File: config.mk
export PLATFORM = sky130hd
export DESIGN_NAME = branch_resolve_unit
export DESIGN_NICKNAME = d
export VERILOG_FILES = /design/src/rtl/bp_pkg.sv /design/src/rtl/bru_pred_fifo.sv /design/src/rtl/branch_resolve_unit.sv
export SDC_FILE = /design/constraint.sdc
export NUM_CORES = 1
export LEC_CHECK = 0
export CAP_MARGIN = 20
export CORE_MARGIN = 10
export CORE_UTILIZATION = 25
export CTS_CLUSTER_DIAMETER = 80
export DETAILED_ROUTE_END_ITERATION = 10
export PLACE_DENSITY_LB_ADDON = 0.2
export SYNTH_ARGS = -nofsm -noshare
export SYNTH_HDL_FRONTEND = slang
export SYNTH_SLANG_ARGS = --single-unit
File: constraint.sdc
create_clock -name clock -period 5.9 [get_ports clock]
set_clock_uncertainty 0.15 [all_clocks]
set_input_delay 0.885 -clock clock [delete_from_list [all_inputs] [get_ports clock]]
set_output_delay 0.885 -clock clock [all_outputs]
set_load 0.1 [all_outputs]
File: src/rtl/bp_pkg.sv
// rtl/bp_pkg.sv - shared types for the branch resolution path
package bp_pkg;

  localparam int REC_XLEN  = 32;
  localparam int REC_IDX_W = 6;
  localparam int PC_STEP   = 4;

  typedef struct packed {
    logic [REC_XLEN-1:0]  pc;
    logic                 taken;
    logic [REC_XLEN-1:0]  target;
    logic [REC_IDX_W-1:0] idx;
  } pred_rec_t;

  typedef enum logic {
    RUN   = 1'b0,
    FLUSH = 1'b1
  } bru_state_t;

endpackage

File: src/rtl/bru_pred_fifo.sv
// rtl/bru_pred_fifo.sv - in-order queue of in-flight predictions
module bru_pred_fifo
  import bp_pkg::*;
#(
  parameter int DEPTH = 4,
  parameter int CW    = $clog2(DEPTH + 1)
) (
  input  logic          clock,
  input  logic          reset_n,
  input  logic          push,
  input  logic          pop,
  input  logic          clear,
  input  pred_rec_t     push_rec,
  output pred_rec_t     head,
  output logic [CW-1:0] count
);

  localparam int PW = $clog2(DEPTH);

  pred_rec_t     mem [DEPTH];
  logic [PW-1:0] rd_ptr;
  logic [PW-1:0] wr_ptr;

  // DEPTH is a power of two, so the pointers wrap naturally
  always_ff @(posedge clock or negedge reset_n) begin
    if (!reset_n) begin
      rd_ptr <= '0;
      wr_ptr <= '0;
      count  <= '0;
    end else if (clear) begin
      rd_ptr <= '0;
      wr_ptr <= '0;
      count  <= '0;
    end else begin
      if (push) wr_ptr <= wr_ptr + PW'(1);
      if (pop)  rd_ptr <= rd_ptr + PW'(1);
      count <= count + CW'(push) - CW'(pop);
    end
  end

  always_ff @(posedge clock) begin
    if (push && !clear) mem[wr_ptr] <= push_rec;
  end

  assign head = mem[rd_ptr];

endmodule

File: src/rtl/branch_resolve_unit.sv
// rtl/branch_resolve_unit.sv - checks predictions against outcomes, redirects and trains
// Optional macro BRU_STATS_EN adds branch/mispredict counters.
module branch_resolve_unit
  import bp_pkg::*;
#(
  parameter int XLEN  = REC_XLEN,
  parameter int DEPTH = 4,
  parameter int IDX_W = REC_IDX_W
) (
  input  logic             clock,
  input  logic             reset_n,
  input  logic             pred_valid,
  output logic             pred_ready,
  input  logic [XLEN-1:0]  pred_pc,
  input  logic             pred_taken,
  input  logic [XLEN-1:0]  pred_target,
  input  logic [IDX_W-1:0] pred_idx,
  input  logic             res_valid,
  output logic             res_ready,
  input  logic             res_taken,
  input  logic [XLEN-1:0]  res_target,
  output logic             flush_valid,
  output logic [XLEN-1:0]  flush_pc,
  output logic             upd_valid,
  output logic [IDX_W-1:0] upd_idx,
  output logic             upd_taken,
  output logic             upd_mispredict
`ifdef BRU_STATS_EN
  ,
  output logic [31:0]      stat_branches,
  output logic [31:0]      stat_mispredicts
`endif
);

  localparam int CW = $clog2(DEPTH + 1);

  bru_state_t      state;
  pred_rec_t       push_rec;
  pred_rec_t       head;
  logic [CW-1:0]   count;
  logic            push;
  logic            resolve;
  logic            mispredict;
  logic [XLEN-1:0] redirect_pc;

  assign pred_ready = (state == RUN) && (count < CW'(DEPTH));
  assign res_ready  = (state == RUN) && (count != '0);
  assign push       = pred_valid && pred_ready;
  assign resolve    = res_valid && res_ready;

  assign push_rec = '{pc: pred_pc, taken: pred_taken, target: pred_target, idx: pred_idx};

  assign mispredict  = (res_taken != head.taken) ||
                       (res_taken && (res_target != head.target));
  assign redirect_pc = res_taken ? res_target : head.pc + XLEN'(PC_STEP);

  // A mispredict wipes the whole queue, including any push landing in the same cycle
  bru_pred_fifo #(
    .DEPTH (DEPTH),
    .CW    (CW)
  ) u_fifo (
    .clock    (clock),
    .reset_n  (reset_n),
    .push     (push),
    .pop      (resolve && !mispredict),
    .clear    (resolve && mispredict),
    .push_rec (push_rec),
    .head     (head),
    .count    (count)
  );

  always_ff @(posedge clock or negedge reset_n) begin
    if (!reset_n) begin
      state          <= RUN;
      flush_valid    <= 1'b0;
      flush_pc       <= '0;
      upd_valid      <= 1'b0;
      upd_idx        <= '0;
      upd_taken      <= 1'b0;
      upd_mispredict <= 1'b0;
    end else begin
      upd_valid      <= resolve;
      upd_idx        <= resolve ? head.idx : '0;
      upd_taken      <= resolve && res_taken;
      upd_mispredict <= resolve && mispredict;
      flush_valid    <= resolve && mispredict;
      flush_pc       <= (resolve && mispredict) ? redirect_pc : '0;
      case (state)
        RUN:     if (resolve && mispredict) state <= FLUSH;
        FLUSH:   state <= RUN;
        default: state <= RUN;
      endcase
    end
  end

`ifdef BRU_STATS_EN
  always_ff @(posedge clock or negedge reset_n) begin
    if (!reset_n) begin
      stat_branches    <= '0;
      stat_mispredicts <= '0;
    end else if (resolve) begin
      stat_branches <= stat_branches + 32'd1;
      if (mispredict) stat_mispredicts <= stat_mispredicts + 32'd1;
    end
  end
`endif

endmodule

==> results of run 1 <==
power breakdown:
| group | internal, µW | switching (µW) |
|---|---|---|
| clock | 1640 | 926 |
| sequential | 2910 | 212 |
| combinational | 907 | 1680 |
worst min-delay path by stage:
stage	start	to	slack, ns
after floorplan	u_fifo.count[2]	u_fifo.count[2]	0.40
after global placement	u_fifo.wr_ptr[0]	u_fifo.wr_ptr[0]	0.46
after detailed placement	u_fifo.wr_ptr[0]	u_fifo.wr_ptr[0]	0.46
after CTS	reset_n	flush_pc[23]	0.36
after global routing	reset_n	upd_taken	0.40
final	reset_n	upd_taken	0.34
routing by layer:
| metal | part of all wire (%) | vias up | wire, µm |
|---|---|---|---|
| li1 | - | 3172 | - |
| met1 | 45 | 3640 | 17030 |
| met2 | 47 | 177 | 17910 |
| met3 | 5.6 | 51 | 2127 |
| met4 | 2.1 | 2 | 777 |
| met5 | 0.045 | - | 17 |
state kept, by name, indices dropped and copies added, names as in the netlist:
register        count
u_fifo.mem        284
u_fifo.count        3
upd_taken           1
u_fifo.wr_ptr       2
u_fifo.rd_ptr       2
flush_pc           32
upd_idx             6
upd_valid           1
upd_mispredict      1
state               1
layout make-up:
class,instances,share of cell area (%)
tap,696,5.040
timing repair buffer,167,9.487
clock buffer,61,7.097
clock inverter,9,0.9559
sequential,333,56.50
multi-input combinational,325,20.65
antenna,4,0.05793
inverter,10,0.2172
synthesized netlist by cell type (13+ instances only):
cell type	instances
nor2_1	32
nand3_1	14
mux2i_1	18
clkbuf_1	13
nand4_1	19
a21oi_1	15
edfxtp_1	284
mux4_2	58
nand2_1	13
nor3_1	23
xnor2_1	39
dfrtp_1	49
xor2_1	27
per-stage QoR:
step | util (%) | power, µW | instances
after floorplan | - | 5074 | 701
after global placement | 29.56 | 5820 | 1531
after detailed placement | 29.56 | 5830 | 1531
after CTS | 32.15 | 8432 | 1601
after global routing | 32.15 | 8674 | 1601
final | 32.17 | 8282 | 1605
cell families after synthesis:
family | after synthesis | share of synthesized area, %
flip-flops | 333 | 72.02
AND/OR/NAND/NOR | 128 | 5.367
multiplexers | 87 | 13.11
XOR/XNOR | 66 | 4.268
buffers and inverters | 43 | 2.060
AO/OA/AOI/OAI | 36 | 2.383
adder cells (fa/ha/maj) | 8 | 0.7944
worst max-delay path, stage by stage (launching register included):
cell,delay [ns]
dfrtp_4,1.06
mux4_2,0.61
xnor2_1,0.28
nand4_1,0.16
nor3_1,0.33
a41oi_2,0.53
nor2_1,0.25
ha_1,0.25
inv_1,0.06
ha_1,0.13
inv_1,0.05
fa_1,0.37
xor2_1,0.16
xnor2_1,0.14
a21oi_1,0.05
==> impl_results.md, run 1 <==
* Synth-to-Final Area Change at 27.57%
* Via density at roughly 4.4
* Post-CTS Resized at 0
* Final setup fails at 0
* CTS HTree Levels at 2
* CTS tree: built
* Die X-Extent at between 200 and 300 µm
* DRC viols at 0
* FF-to-FF setup slack at around 1.2 ns
* Post-DP Area at approximately 16,000 µm²
* Setup CP Type: flip-flop to flip-flop
* Final GP Congestion at around 0.77
* Dpl ws at ~1.1 ns
* Area leader, netlist: edfxtp_1
* Met2 Usage GRT at a little under a fifth
* Mapped Nets at ~820
* Post-layout instance area at between 15,000 and 20,000 µm²
* Core Area at between 50,000 and 60,000 µm²
* Post-synth top flop: edfxtp_1
* Total Routing Usage GR at about an eighth
* Grt met3 use at roughly 2.8%
* Syn Inst Count at about 700
* Slew Viols, Final at 0
* Die area at about 64,000 µm²
* Worst Tran Pin Value at 1.002 ns
* Root Driver: clkbuf_16
* Max-cap violations at 0
* First-pass iteration count of the detailed router at 4
* Startpoint types: flip-flop
* Yosys reg bits at 333
* Antenna violations before repair at 4
* Crit path from: u_fifo.rd_ptr[0]
* Worst-case reg-to-reg path depth at 14
* Via Count at a little over 7,000
* Initial Util at between 20% and 30%
* Fillers at approximately 5,100
* GR met1 Demand/Resource at between 15 and 20%
* Post-DP HPWL at about 26 mm
* Worst hold path type: input pin to async pin
* Setup TNS at 0 ns
* Routed wire length per instance at around 24 µm
* FFs w/ async S/R, synth at around 15%
* Mean Syn Cell Area at 19.32 µm²
* Seq/Total Area, Yosys at between 70% and 80%
* Leak pwr at 0.005603 µW
* Maximum fanout along the worst path at 47
* Most common cell after layout, fill and taps aside: edfxtp_1
* Worst setup margin at around 1.2 ns
* Status: finished, final reports clean
* Setup crit end: u_fifo.count[2]
* Total CTS buffers at 39
* Cts hold-fix bufs at 0
* Worst-path clk slew at roughly 0.06 ns
* RSZ-0062 raised after global routing: false
* Congestion Overflow GR at 0
* Clk sinks at 333
* Share of cells above drive strength 1 at between 15 and 20%
* Synth Warn # at 0
* Hold slack at 0.3399 ns
* Top cell type's share of synthesized area at between 60% and 70%
* Multi-input gate area at 3567 µm²
* WP data arrival at ~5 ns
* CP Capture Type: flip-flop
* Routed Antenna Nets at 0
* Register area at 9762 µm²
* Final hold vios at 0
* Iter 0 DRT Violations at a little under 500
* Unique masters post-synth at between 40 and 50
* Min cycle time layout at between 4 and 5 ns
* Io pins at 152
* Reg-to-Reg End: u_fifo.count[2]
* GRT Max-Usage Layer: met2
* Largest buffer count on any clock path at 3
* Worst r2r src: u_fifo.rd_ptr[0]
* Worst rel slew slack at 32.99%
* Buffers on Ports at around 150
* Peak supply drop at roughly 0.30 mV
* Buffer count from post-CTS setup fixing at 0
* Period utilisation layout at just over 80%
* WL final at between 30 and 40 mm
* Synth area leaders: edfxtp_1, mux4_2, dfrtp_1
* Largest net degree at the start of global routing at 50
* EDFF count, synth at approximately 280
* F_max at between 200 and 250 MHz
* Global-route wire length before repair at 54.53 mm
* WP data required at approximately 6 ns
* Power per cell area at approximately 480 nW/µm²
* Nets at just under 1,000
* Number of global-route vias before repair at about 7,500
* Post-synthesis cell area at approximately 14,000 µm²
* Site row count at 85
* Clk_lat worst skew at 0.54 ns
* Most frequent cells in the layout: edfxtp_1, clkdlybuf4s50_1, mux4_2
* Die Ht at roughly 250 µm
No activity file was read; power rests on OpenSTA's default activity.
==> run 2: changes to the inputs <==
- clock period: 5.9 -> 4.6 ns (I/O delays scaled with it)
==> impl_results.md, run 2 (synthesis results as in run 1) <==
* Status: finished, final reports clean
* RSZ-0062 raised after global routing: false
* Final setup fails at 0
* Congestion Overflow GR at 0
* Number of global-route vias before repair at 7,706
* Die Ht at roughly 250 µm
* FF-to-FF setup slack at around 0.43 ns
* Final GP Congestion at 0.7504
* Share of cells above drive strength 1 at 18.72%
* CP Capture Type: flip-flop
* Slew Viols, Final at 0
* Maximum fanout along the worst path at 33
* P_sw at around 3600 µW
* Hold slack at a little under 0.1 ns
* Register area at between 9000 and 10,000 µm²
* CTS tree: built
* Via Count at 7,176
* Share of power burned in registers at a little under two fifths
* Largest net degree at the start of global routing at 66
* Leak pwr at around 0.0056 µW
* WP data arrival at between 4 and 5 ns
* Die X-Extent at roughly 250 µm
* Sw Ratio at about a third
* Worst r2r src: u_fifo.rd_ptr[0]
* Period utilisation layout at ~90%
* Metal2 WL at around 18 mm
* Cts hold-fix bufs at 0
* Peak supply drop at about 0.35 mV
* Most common cell after layout, fill and taps aside: edfxtp_1
* Iter 0 DRT Violations at between 400 and 500
* Clk sinks at 333
* Met3 wire len at roughly 2.6 mm
* Max reg flops at between 200 and 300
* Max-cap violations at 0
* Layout Cells excl Fill at roughly 1,600
* Worst-path clk slew at about 0.060 ns
* Via density at roughly 4.4
* Regs by FF count: u_fifo.mem (284), flush_pc (32), upd_idx (6)
* Nets at about 1,000
* Io pins at about 150
* Die area at 63,890 µm²
* Total Routing Usage GR at 12.00%
* Final hold vios at 0
* Uppermost layer routed: met5
* Total CTS buffers at 38
* Multi-input gate area at 3567 µm²
* Root Driver: clkbuf_16
* Routed Antenna Nets at 0
* Core Util, Final at 32.21%
* Global-route wire length before repair at ~55 mm
* Min cycle time layout at between 4 and 5 ns
* Post-DP HPWL at roughly 27 mm
* Power per cell area at 600.0 nW/µm²
* # placed instances at 1,546
* Crit path from: u_fifo.rd_ptr[0]
* Top reg by flops: u_fifo.mem
* Synth-to-Final Area Change at 27.71%
* DRC viols at 0
* Site row count at between 80 and 90
* Setup CP Type: flip-flop to flip-flop
* Fillers at 5,173
* Core Area at between 50,000 and 60,000 µm²
* Worst-case reg-to-reg path depth at 14
* Antenna violations before repair at 4
* Worst rel slew slack at approximately 28%
* Most frequent cells in the layout: edfxtp_1, clkdlybuf4s50_1, mux4_2
* Initial Util at 25.22%
* Power share of the clock group at about 28%
* WP data required at approximately 4.8 ns
* Dpl ws at ~0.42 ns
* Startpoint types: flip-flop
* Met1 Wirelength at 16.50 mm
* Routed wire length per instance at ~24 µm
* Clk_lat worst skew at approximately 0.55 ns
* Post-CTS Resized at 0
* Buffer count from post-CTS setup fixing at 0
* Worst setup margin at around 0.43 ns
* Worst Tran Pin Value at ~1.1 ns
* Gate power share at between 30% and 40%
* CTS HTree Levels at 2
* First-pass iteration count of the detailed router at 4
* Worst hold path type: input pin to async pin
* Buffers on Ports at between 150 and 200
* Int Pwr at 6737 µW
* Largest buffer count on any clock path at 3
* WL final at 38.32 mm
* F_max at 240.0 MHz
run 2: changes by cell type in the layout (fill, tap and decap cells not counted), sizes merged:
| cell | change |
|---|---|
| buf | +15 |
| clkinv | +7 |
| clkbuf | -6 |
| bufinv | -3 |
| diode | -2 |
| inv | +1 |
run 2: per-layer routing:
layer,track usage (%),up-vias
met5,0,-
li1,-,3195
met3,2.889,58
met4,4.026,2
met2,19.48,211
met1,15.45,3710
run 2: final timing paths:
kind                                     to
min in group clock          u_fifo.count[2]
min                            flush_pc[10]
max in group asynchronous  u_fifo.rd_ptr[0]
min reg2reg                 u_fifo.count[2]
max                         u_fifo.count[2]
max reg2reg                 u_fifo.count[2]
run 2: cell type report:
cell class,instances,share of cell area [%]
clock inverter,14,0.7378
antenna,2,0.02893
timing repair buffer,182,10.63
tap,696,5.034
sequential,333,56.43
clock buffer,55,6.293
inverter,10,0.2170
multi-input combinational,325,20.62
run 2: power by group through the flow:
| stage | clock network, µW | logic [µW] | registers, µW |
|---|---|---|---|
| 4_1_cts | 3050 | 3550 | 3960 |
| 3_5_place_dp | 0 | 3540 | 4020 |
| 2_1_floorplan | 0 | 1880 | 4630 |
| 5_1_grt | 3170 | 3700 | 4000 |
| 3_3_place_gp | 0 | 3530 | 4020 |
| 6_report | 2960 | 3470 | 3950 |
run 2: metrics by stage:
stage          setup TNS [ns]  power, µW  cell area [µm²]
4_1_cts                     0      10560            17290
3_5_place_dp                0       7561            16080
3_3_place_gp                0       7552            16080
5_1_grt                     0      10880            17290
6_report                    0      10380            17300
2_1_floorplan          -59.11       6509            13560
run 2: critical path, stage by stage, from the launching register on:
cell and delay [ns]:
dfrtp_4 0.83, mux4_2 0.59, xnor2_1 0.27, nand4_1 0.19, nor3_1 0.37, a41oi_2 0.25
nor2_1 0.14, ha_1 0.24, inv_1 0.06, ha_1 0.13, inv_1 0.05, fa_1 0.38
xor2_1 0.17, xnor2_1 0.13, a21oi_1 0.05
==> variant (config.mk and constraints of run 1) <==
Add a define of `BRU_STATS_EN`.
--- a/src/rtl/branch_resolve_unit.sv
+++ b/src/rtl/branch_resolve_unit.sv
@@ -1,4 +1,6 @@
 // rtl/branch_resolve_unit.sv - checks predictions against outcomes, redirects and trains
 // Optional macro BRU_STATS_EN adds branch/mispredict counters.
+`define BRU_STATS_EN
+
 module branch_resolve_unit
   import bp_pkg::*;
Formal check against the unedited RTL (old outputs only; new: stat_branches and stat_mispredicts): no difference found for any inputs over 4 cycles, from zero or initial values and one cycle with reset_n low; that may be too few to reach the edited logic, so the function may still have changed.
==> variant against run 1 <==
  * Critical path type unchanged
  * Design area is 22% higher
  * Wire length grew 24%
  * Total power rose by 13%
  * Sequential share of layout area is 2.5 points lower
  * Sequential cell count up 64
  * Worst setup slack better by 0.12 ns
  * Critical path depth increased by 2
  * Area after synthesis rose by 20%
  * Critical endpoint unchanged
==> variant: results (changes against run 1) <==
Placement
  • Placed cell areas: 19,500 um^2 (+23%)
  • DPL Wire Length: 33.2 mm (+26%)
  • Post-Place Worst Slack: 1.10 ns (+0.0387 ns)

Cells and area
  • Fraction of final layout cells sized beyond drive strength 1: 0.130 (-0.0427)
  • Fin util: 0.326 (+0.00466)
  • Layout filler cell count: 6,327 (+23%)
  • #MultiIn Comb: 530 (+63%)
  • Layout clock buffers: 68 (+11%)
  • Non-clk buf share: 0.111 (+0.0159)
  • Final Non-Filler Cells: 2,114 (+32%)
  • Final Cell Area: 21,000 um^2 (+22%)
  • Seq/total area: 0.540 (-0.0249)
  • Signal buffers: 231 (+38%)
  • Inverter count: 15 (+5)
  • ClkCell Share: 0.0746 (-0.00595)
  • Ant diodes: 2 (-2)

Logic synthesis
  • Syn avg cell area: 16.6 um^2 (-14%)
  • Ys async rst share: 0.285 (+0.137)
  • Dominant cells by area after synthesis: edfxtp_1 52%, dfrtp_1 17%, mux4_2 8.7%
  • Synth unique cells: 53 (+10%)
  • Syn Nets: 1,099 (+35%)
  • Register area share after synthesis: 0.698 (-0.0221)

Timing
  • Worst slew pin tran: 1.10 ns (+0.0974 ns)
  • Final Hold Slack: 0.205 ns (-0.134 ns)

Pwr
  • VDD IR max: 239 uV (-20%)
  • P_leak: 0.00732 uW (+31%)

Critical path
  • Critical Path AT: 4.92 ns (-0.06 ns)

Global route
  • Antenna violations before repair: 10 (+6)
  • Vias in the first global route: 9,678 (+29%)

Drt
  • Total Wirelength: 46.9 mm (+24%)
  • Iteration-0 DRC count of the detailed router: 698 (+43%)
  • DR pass1 iterations: 5 (+1)
  • Via count: 9,262 (+32%)

Status
  • Status: complete, no violations

Clock tree
  • Clock Sinks: 397 (+19%)
  • Num CTS Buffers: 45 (+15%)
  • Worst-Skew Late Latency: 0.59 ns (+0.05 ns)
variant: cell count changes after synthesis, moves of 8 or more:
cell and delta:
dfrtp_1 +64, xnor2_1 +49, nand2_1 +31, nand3_1 +24, and3_1 +22, nand2b_1 +13
and2_1 +12, nor2_1 +12, mux4_1 -11, nand4_1 +11, a2111oi_2 -9, o211a_1 +9
o21ai_0 +8
variant: cell families after synthesis:
family          Yosys count  share of synthesized area
xor+xnor                117                     0.0630
flops                   397                      0.698
buf+inv                  54                     0.0177
simple gates            266                     0.0881
mux                      87                      0.102
fa+ha+maj                10                    0.00815
compound gates           50                     0.0228
variant: power by group through the flow:
| stage | registers (uW) | logic, uW | clock network [uW] |
|---|---|---|---|
| floorplan | 4440 | 1180 | 0 |
| global placement | 3680 | 2840 | 0 |
| detailed placement | 3680 | 2830 | 0 |
| CTS | 3630 | 2840 | 3030 |
| global route | 3670 | 2960 | 3150 |
| finish | 3620 | 2780 | 2950 |
variant: worst min path at each step:
| stage | startpoint | end | depth (start not counted) |
|---|---|---|---|
| after floorplan | u_fifo.count[1]$_DFF_PN0_ | u_fifo.count[2]$_DFF_PN0_ | 2 |
| after global placement | stat_mispredicts[31]$_DFFE_PN0P_ | stat_mispredicts[31]$_DFFE_PN0P_ | 1 |
| after detailed placement | stat_branches[31]$_DFFE_PN0P_ | stat_branches[31]$_DFFE_PN0P_ | 1 |
| after CTS | reset_n | stat_branches[11]$_DFFE_PN0P_ | 1 |
| after global routing | reset_n | stat_branches[15]$_DFFE_PN0P_ | 1 |
| final | reset_n | stat_branches[12]$_DFFE_PN0P_ | 1 |
variant: metal layers:
metal  share of wire  vias up  global-route usage
li1                -     4210                   -
met1            0.45     4688               0.165
met2            0.45      274               0.189
met3           0.078       74              0.0379
met4           0.017       16              0.0303
met5          0.0026        -                   0
